<file path="config.mk">
export PLATFORM = sky130hd
export DESIGN_NAME = rst_sequencer_flat
export DESIGN_NICKNAME = d
export VERILOG_FILES = /design/src/rtl/rst_sequencer_if.sv /design/src/rtl/rst_sequencer.sv /design/src/flat_wrapper.sv
export SDC_FILE = /design/constraint.sdc
export NUM_CORES = 1
export LEC_CHECK = 0
export ABC_AREA = 1
export BUFFER_PORTS_ARGS = -buffer_cell sky130_fd_sc_hd__buf_2
export CAP_MARGIN = 25
export CORE_MARGIN = 2
export CORE_UTILIZATION = 56
export CTS_CLUSTER_DIAMETER = 80
export DETAILED_ROUTE_END_ITERATION = 12
export PLACE_DENSITY = 0.82
export SYNTH_ARGS = -nofsm -noshare
export SYNTH_HDL_FRONTEND = slang
export SYNTH_SLANG_ARGS = --single-unit
export TNS_END_PERCENT = 50
</file>
<file path="constraint.sdc">
create_clock -name clk -period 1.9 [get_ports clk]
set_clock_uncertainty 0.15 [all_clocks]
set_input_delay 0.095 -clock clk [delete_from_list [all_inputs] [get_ports clk]]
set_output_delay 0.095 -clock clk [all_outputs]
set_load 0.02 [all_outputs]
</file>
<file path="src/rtl/rst_sequencer_if.sv">
// ----------------------------------------------------------------------------
// rst_sequencer_if
// Control/status bundle between the reset sequencer and its controller.
//   soft_rst_req : request a full reset re-sequence
//   wdt_kick     : progress indication, clears the watchdog
//   rst_out      : per-channel active-high reset to downstream blocks
//   ready        : all channels released, sequencer in RUN
//   wdt_fired    : one-cycle pulse on watchdog-forced re-sequence
//   reset_cause  : 00 external rst, 01 soft, 10 watchdog
//   reset_cnt    : saturating count of soft + watchdog re-sequences
// master = requesting side (SoC / bench), slave = the sequencer.
// ----------------------------------------------------------------------------
interface rst_sequencer_if #(
    parameter int NUM_CH = 3
);
    logic              soft_rst_req;
    logic              wdt_kick;
    logic [NUM_CH-1:0] rst_out;
    logic              ready;
    logic              wdt_fired;
    logic [1:0]        reset_cause;
    logic [7:0]        reset_cnt;

    modport master (
        output soft_rst_req, wdt_kick,
        input  rst_out, ready, wdt_fired, reset_cause, reset_cnt
    );

    modport slave (
        input  soft_rst_req, wdt_kick,
        output rst_out, ready, wdt_fired, reset_cause, reset_cnt
    );
endinterface

</file>
<file path="src/rtl/rst_sequencer.sv">
// ----------------------------------------------------------------------------
// rst_sequencer
// Staggered per-channel reset release with soft-reset request and a liveness
// watchdog. After the reset cause clears, all channels stay asserted for
// HOLD_CYCLES edges, then channel i releases STAGGER*i edges after channel 0.
// In RUN the watchdog (if WDT_CYCLES != 0) re-sequences the system when no
// wdt_kick arrives for WDT_CYCLES edges.
// Ports:
//   clk : system clock
//   rst : synchronous active-high reset
//   bus : rst_sequencer_if.slave (requests in, channel resets and status out)
// All outputs are registered; no combinational input-to-output path.
// ----------------------------------------------------------------------------
module rst_sequencer #(
    parameter int NUM_CH      = 3,
    parameter int HOLD_CYCLES = 25,
    parameter int STAGGER     = 4,
    parameter int WDT_CYCLES  = 0,
    parameter int CNT_W       = 16
) (
    input  logic                clk,
    input  logic                rst,
    rst_sequencer_if.slave      bus
);

    localparam logic [1:0] ST_HOLD    = 2'd0;
    localparam logic [1:0] ST_RELEASE = 2'd1;
    localparam logic [1:0] ST_RUN     = 2'd2;

    localparam logic [1:0] CAUSE_EXT  = 2'b00;
    localparam logic [1:0] CAUSE_SOFT = 2'b01;
    localparam logic [1:0] CAUSE_WDT  = 2'b10;

    localparam logic [CNT_W-1:0] HOLD_END  = CNT_W'(HOLD_CYCLES);
    localparam logic [CNT_W-1:0] LAST_REL  = CNT_W'(HOLD_CYCLES + (NUM_CH - 1) * STAGGER);
    localparam logic [CNT_W-1:0] WDT_LIMIT = CNT_W'(WDT_CYCLES);

    logic [1:0]        state;
    logic [CNT_W-1:0]  cnt;
    logic [CNT_W-1:0]  wdt;
    logic [NUM_CH-1:0] rst_out_q;
    logic              ready_q;
    logic              wdt_fired_q;
    logic [1:0]        reset_cause_q;
    logic [7:0]        reset_cnt_q;

    logic [CNT_W-1:0]  cnt_inc;
    logic [CNT_W-1:0]  wdt_inc;
    logic [NUM_CH-1:0] clr_mask;
    logic              wdt_expire;

    // Release schedule: channel i clears on the edge cnt becomes
    // HOLD_CYCLES + i*STAGGER. With STAGGER = 0 every channel matches at once.
    always_comb begin
        // NOTE: every always_comb output gets a default first so no path leaves it unassigned (no latch).
        cnt_inc  = cnt + 1'b1;
        wdt_inc  = wdt + 1'b1;
        clr_mask = '0;
        for (int i = 0; i < NUM_CH; i++) begin
            if (cnt_inc == CNT_W'(HOLD_CYCLES + i * STAGGER))
                clr_mask[i] = 1'b1;
        end
        // A kick on the would-be expiry edge suppresses the expiry.
        wdt_expire = (WDT_CYCLES != 0) && (state == ST_RUN) &&
                     !bus.wdt_kick && (wdt_inc == WDT_LIMIT);
    end

    // NOTE: sequential state uses non-blocking assignments so every register samples pre-edge values.
    always_ff @(posedge clk) begin
        if (rst) begin
            state         <= ST_HOLD;
            cnt           <= '0;
            wdt           <= '0;
            rst_out_q     <= '1;
            ready_q       <= 1'b0;
            wdt_fired_q   <= 1'b0;
            reset_cause_q <= CAUSE_EXT;
            reset_cnt_q   <= '0;
        end else if (wdt_expire || bus.soft_rst_req) begin
            // Full re-sequence; watchdog outranks a simultaneous soft request
            // and the event is counted once.
            state         <= ST_HOLD;
            cnt           <= '0;
            wdt           <= '0;
            rst_out_q     <= '1;
            ready_q       <= 1'b0;
            wdt_fired_q   <= wdt_expire;
            reset_cause_q <= wdt_expire ? CAUSE_WDT : CAUSE_SOFT;
            if (reset_cnt_q != 8'hFF)
                reset_cnt_q <= reset_cnt_q + 8'd1;
        end else begin
            wdt_fired_q <= 1'b0;
            case (state)
                ST_HOLD: begin
                    cnt <= cnt_inc;
                    if (cnt_inc == HOLD_END) begin
                        rst_out_q <= rst_out_q & ~clr_mask;
                        if (cnt_inc == LAST_REL) begin
                            // Single channel or zero stagger: straight to RUN.
                            state   <= ST_RUN;
                            ready_q <= 1'b1;
                            wdt     <= '0;
                        end else begin
                            state <= ST_RELEASE;
                        end
                    end
                end
                ST_RELEASE: begin
                    cnt       <= cnt_inc;
                    rst_out_q <= rst_out_q & ~clr_mask;
                    if (cnt_inc == LAST_REL) begin
                        state   <= ST_RUN;
                        ready_q <= 1'b1;
                        wdt     <= '0;
                    end
                end
                ST_RUN: begin
                    if (WDT_CYCLES != 0)
                        wdt <= bus.wdt_kick ? '0 : wdt_inc;
                end
                default: begin
                    state <= ST_HOLD;
                    cnt   <= '0;
                end
            endcase
        end
    end

    assign bus.rst_out     = rst_out_q;
    assign bus.ready       = ready_q;
    assign bus.wdt_fired   = wdt_fired_q;
    assign bus.reset_cause = reset_cause_q;
    assign bus.reset_cnt   = reset_cnt_q;

endmodule

</file>
<file path="src/flat_wrapper.sv">
// flat-port wrapper written by rule: the top's interface ports become plain ports
module rst_sequencer_flat 
#(
    parameter int NUM_CH      = 3,
    parameter int HOLD_CYCLES = 25,
    parameter int STAGGER     = 4,
    parameter int WDT_CYCLES  = 0,
    parameter int CNT_W       = 16
)
  (clk, rst, bus_soft_rst_req, bus_wdt_kick, bus_rst_out, bus_ready, bus_wdt_fired, bus_reset_cause, bus_reset_cnt);
  rst_sequencer_if #(.NUM_CH(NUM_CH)) bus_i ();
  input  logic clk;
  input  logic rst;
  input wire logic [$bits(bus_i.soft_rst_req)-1:0] bus_soft_rst_req;
  input wire logic [$bits(bus_i.wdt_kick)-1:0] bus_wdt_kick;
  output wire logic [$bits(bus_i.rst_out)-1:0] bus_rst_out;
  output wire logic [$bits(bus_i.ready)-1:0] bus_ready;
  output wire logic [$bits(bus_i.wdt_fired)-1:0] bus_wdt_fired;
  output wire logic [$bits(bus_i.reset_cause)-1:0] bus_reset_cause;
  output wire logic [$bits(bus_i.reset_cnt)-1:0] bus_reset_cnt;
  assign bus_i.soft_rst_req = bus_soft_rst_req;
  assign bus_i.wdt_kick = bus_wdt_kick;
  assign bus_rst_out = bus_i.rst_out;
  assign bus_ready = bus_i.ready;
  assign bus_wdt_fired = bus_i.wdt_fired;
  assign bus_reset_cause = bus_i.reset_cause;
  assign bus_reset_cnt = bus_i.reset_cnt;
  rst_sequencer #(.NUM_CH(NUM_CH), .HOLD_CYCLES(HOLD_CYCLES), .STAGGER(STAGGER), .WDT_CYCLES(WDT_CYCLES), .CNT_W(CNT_W)) u_core (.clk(clk), .rst(rst), .bus(bus_i));
endmodule
</file>
==> results.py <==
metrics = {
    "sta": {
        "finalSetupViolCount": 3,
        "fin_crit_sh": 1.02,
        "drv_slew": 0,
        "setup_slack_ns": -0.0464,
        "fin_crit_ns": 1.95,
        "rsz0062_at_grt": "yes",
        "fmax_mhz": 514,
        "max-slew-margin-rel": 0.623,
        "hold_slack_ns": 0.302,
        "setup_tns_ns": -0.105,
        "tightestPinTransition_ns": 0.562,
        "hold_viol": 0,
    },
    "clock_network": {
        "clock_sinks": 31,
        "cts_buffer_depth": 2,
        "cts_tree": "done",
        "path_clk_slew_ns": 0.10,
        "numCtsBuffers": 5,
        "cts_root_buffer": "clkbuf_4",
        "htreeDepth": 2,
        "clock_latency_ns": 0.36,
    },
    "placed_design": {
        "placed_cells": 319,
        "hpwl_mm": 2.57,
        "portBuffers": 15,
        "gp_congestion": 0.820,
    },
    "cells_and_area": {
        "multi_input_area_sq_um": 1110,
        "regArea_sq_um": 644,
        "drive_gt1_frac": 0.294,
        "n_antenna_cell": 0,
        "final_cell_mix": "nand2_1 (77), inv_1 (27), a21oi_1 (23)",
        "syn2layout_area_growth_pct": 29.5,
        "instances_no_fill": 336,
        "final_common_cell": "nand2_1",
        "nets": 309,
        "fill_cells": 219,
    },
    "status": {
        "status": "complete, but fails checks",
        "violations": "setup timing",
    },
    "detailed_routing": {
        "drt-vias-per-instance": 5.54,
        "postRouteAntennaNets": 0,
        "wire_per_inst_microns": 13.6,
        "drt_first_pass_iters": 5,
        "wl_mm": 4.57,
        "drc": 0,
        "drt_iter0_markers": 118,
        "vias": 1863,
    },
    "global_route": {
        "grt_pass1_vias": 1597,
        "grt_usage": 0.250,
        "grt_max_degree": 18,
        "antenna_found_initial": 0,
        "gr-total-overflow": 0,
        "grt_pass1_wl_mm": 6.65,
    },
    "synthesis": {
        "synth_simple_gate_area_frac": 0.408,
        "synth_fa_ha_area_frac": 0.0220,
        "yosysSeqAreaShare": 0.364,
        "synthFlopType": "dfxtp_1",
        "syn_area_sq_um": 1700,
        "synth_cells": 264,
        "ys_ff_latch": 31,
        "muxShareOfSynthArea": 0,
        "synth_xor_area_frac": 0.0154,
        "synth_top_family_by_area": "simple AND/OR/NAND/NOR gates",
        "synthesis.yosys.warnings": 0,
        "synth_cell_type_count": 24,
        "synth_edf_count": 0,
        "syn_area_per_cell_sq_um": 6.45,
        "synth_compound_area_frac": 0.104,
        "async_flop_share": 0,
    },
    "setup_path": {
        "crit_path_end_kind": "flop",
        "worstPathArrival_ns": 2.05,
        "crit_required_ns": 2.01,
        "critPathKind": "reg2reg",
        "startpoint_type": "flop",
        "crit_fanout": 6,
    },
    "floorplanning": {
        "ioPinCount": 19,
        "die_h_microns": 59.1,
        "rows": 20,
        "die_w_microns": 59.1,
        "start_util": 0.572,
        "die_area_sq_um": 3500,
        "coreArea_sq_um": 2980,
    },
    "power": {
        "ir_worst_vdd_mv": 0.465,
        "p_per_area_nw_per_um2": 514,
        "p_leak_nw": 0.958,
    },
    "flow_run": {
        "drv_cap": 0,
    },
    "worst_hold_path": {
        "min_path_type": "reg2reg",
    },
}
## final timing paths
check | start | to | slack, ns | cells past startpoint
max | u_core.cnt[7] | u_core.bus.rst_out[2] | -0.05 | 13
min | u_core.bus.rst_out[0] | u_core.bus.rst_out[0] | 0.30 | 2
max reg2reg | u_core.cnt[7] | u_core.bus.rst_out[2] | -0.05 | 13
min reg2reg | u_core.bus.rst_out[0] | u_core.bus.rst_out[0] | 0.30 | 2
## kinds of logic (layout without fill, tap and decap cells)
logic type / after synthesis / after routing
xor+xnor: 3 / 3
compound gates: 34 / 34
flops: 31 / 31
other cells: 1 / 2
simple gates: 156 / 156
fa+ha+maj: 3 / 3
buf+inv: 36 / 74
## report_power, final
| part | total, mW | switching [mW] | internal, mW |
|---|---|---|---|
| logic | 0.0763 | 0.0490 | 0.0272 |
| clock network | 0.397 | 0.255 | 0.142 |
| registers | 0.660 | 0.00821 | 0.652 |
| total | 1.13 | 0.312 | 0.822 |
## critical path, cell delays in order, from the launching register on
cell	delay, ns
dfxtp_4	0.39
nand2_1	0.11
nor2_4	0.20
nand2_2	0.09
nor2_2	0.11
nand2_1	0.08
nand2_1	0.08
nand2_1	0.09
nor2_4	0.15
nand2_2	0.09
nor2_4	0.13
nand2_2	0.08
nand2_1	0.07
nand2_1	0.04
## state kept, by name (all words and copies together) (netlist names)
name                    flops
u_core.cnt                 16
u_core.bus.reset_cnt        8
u_core.bus.rst_out          3
u_core.state                2
u_core.bus.ready            1
u_core.bus.reset_cause      1
## synthesized netlist by cell type, types with 3 or more instances
| master | number | area (sq um) |
|---|---|---|
| a21oi_1 | 24 | 120 |
| dfxtp_1 | 31 | 621 |
| o21ai_0 | 7 | 35.0 |
| ha_1 | 3 | 37.5 |
| nor2_4 | 3 | 33.8 |
| nor2_1 | 21 | 78.8 |
| nand3_1 | 22 | 110 |
| nand4_1 | 5 | 31.3 |
| nor2_2 | 7 | 43.8 |
| o21bai_1 | 3 | 22.5 |
| inv_1 | 29 | 109 |
| nand2_1 | 87 | 327 |
| nand2_2 | 4 | 25.0 |
## stage by stage
stage                     area (sq um)  power, mW  setup WS [ns]  utilization
after global routing              2210       1.16         -0.165        0.741
after detailed placement          1880      0.739        -0.0518        0.631
after floorplan                   1710      0.720          0.106            -
after CTS                         1990       1.12        0.00133        0.668
after global placement            1880      0.737        -0.0186        0.631
final                             2210       1.13        -0.0464        0.741
## per-layer routing
metal,track usage,vias to the layer above,wire length (microns)
met5,0,-,0
met4,0.110,0,154
met3,0.0677,16,237
met2,0.408,64,2280
met1,0.307,865,1900
li1,-,918,-
## cell type report
cell class,count,area share
Tap cell,33,0.0187
Sequential cell,31,0.292
Clock inverter,2,0.00567
Clock buffer,6,0.0187
Timing Repair Buffer,35,0.111
Inverter,31,0.0528
Multi-Input combinational cell,198,0.501
## what timing repair did
| item | 4_1_cts | 5_1_grt |
|---|---|---|
| gates cloned | 0 | 0 |
| hold buffers | 3 | 0 |
| buffers inserted | 0 | 6 |
| endpoints found under the hold margin | 9 | 0 |
| setup endpoints to repair | 5 | 14 |
| pin swaps | 1 | 27 |
| resized for setup | 9 | 49 |
No activity file was read; power rests on OpenSTA's default activity.
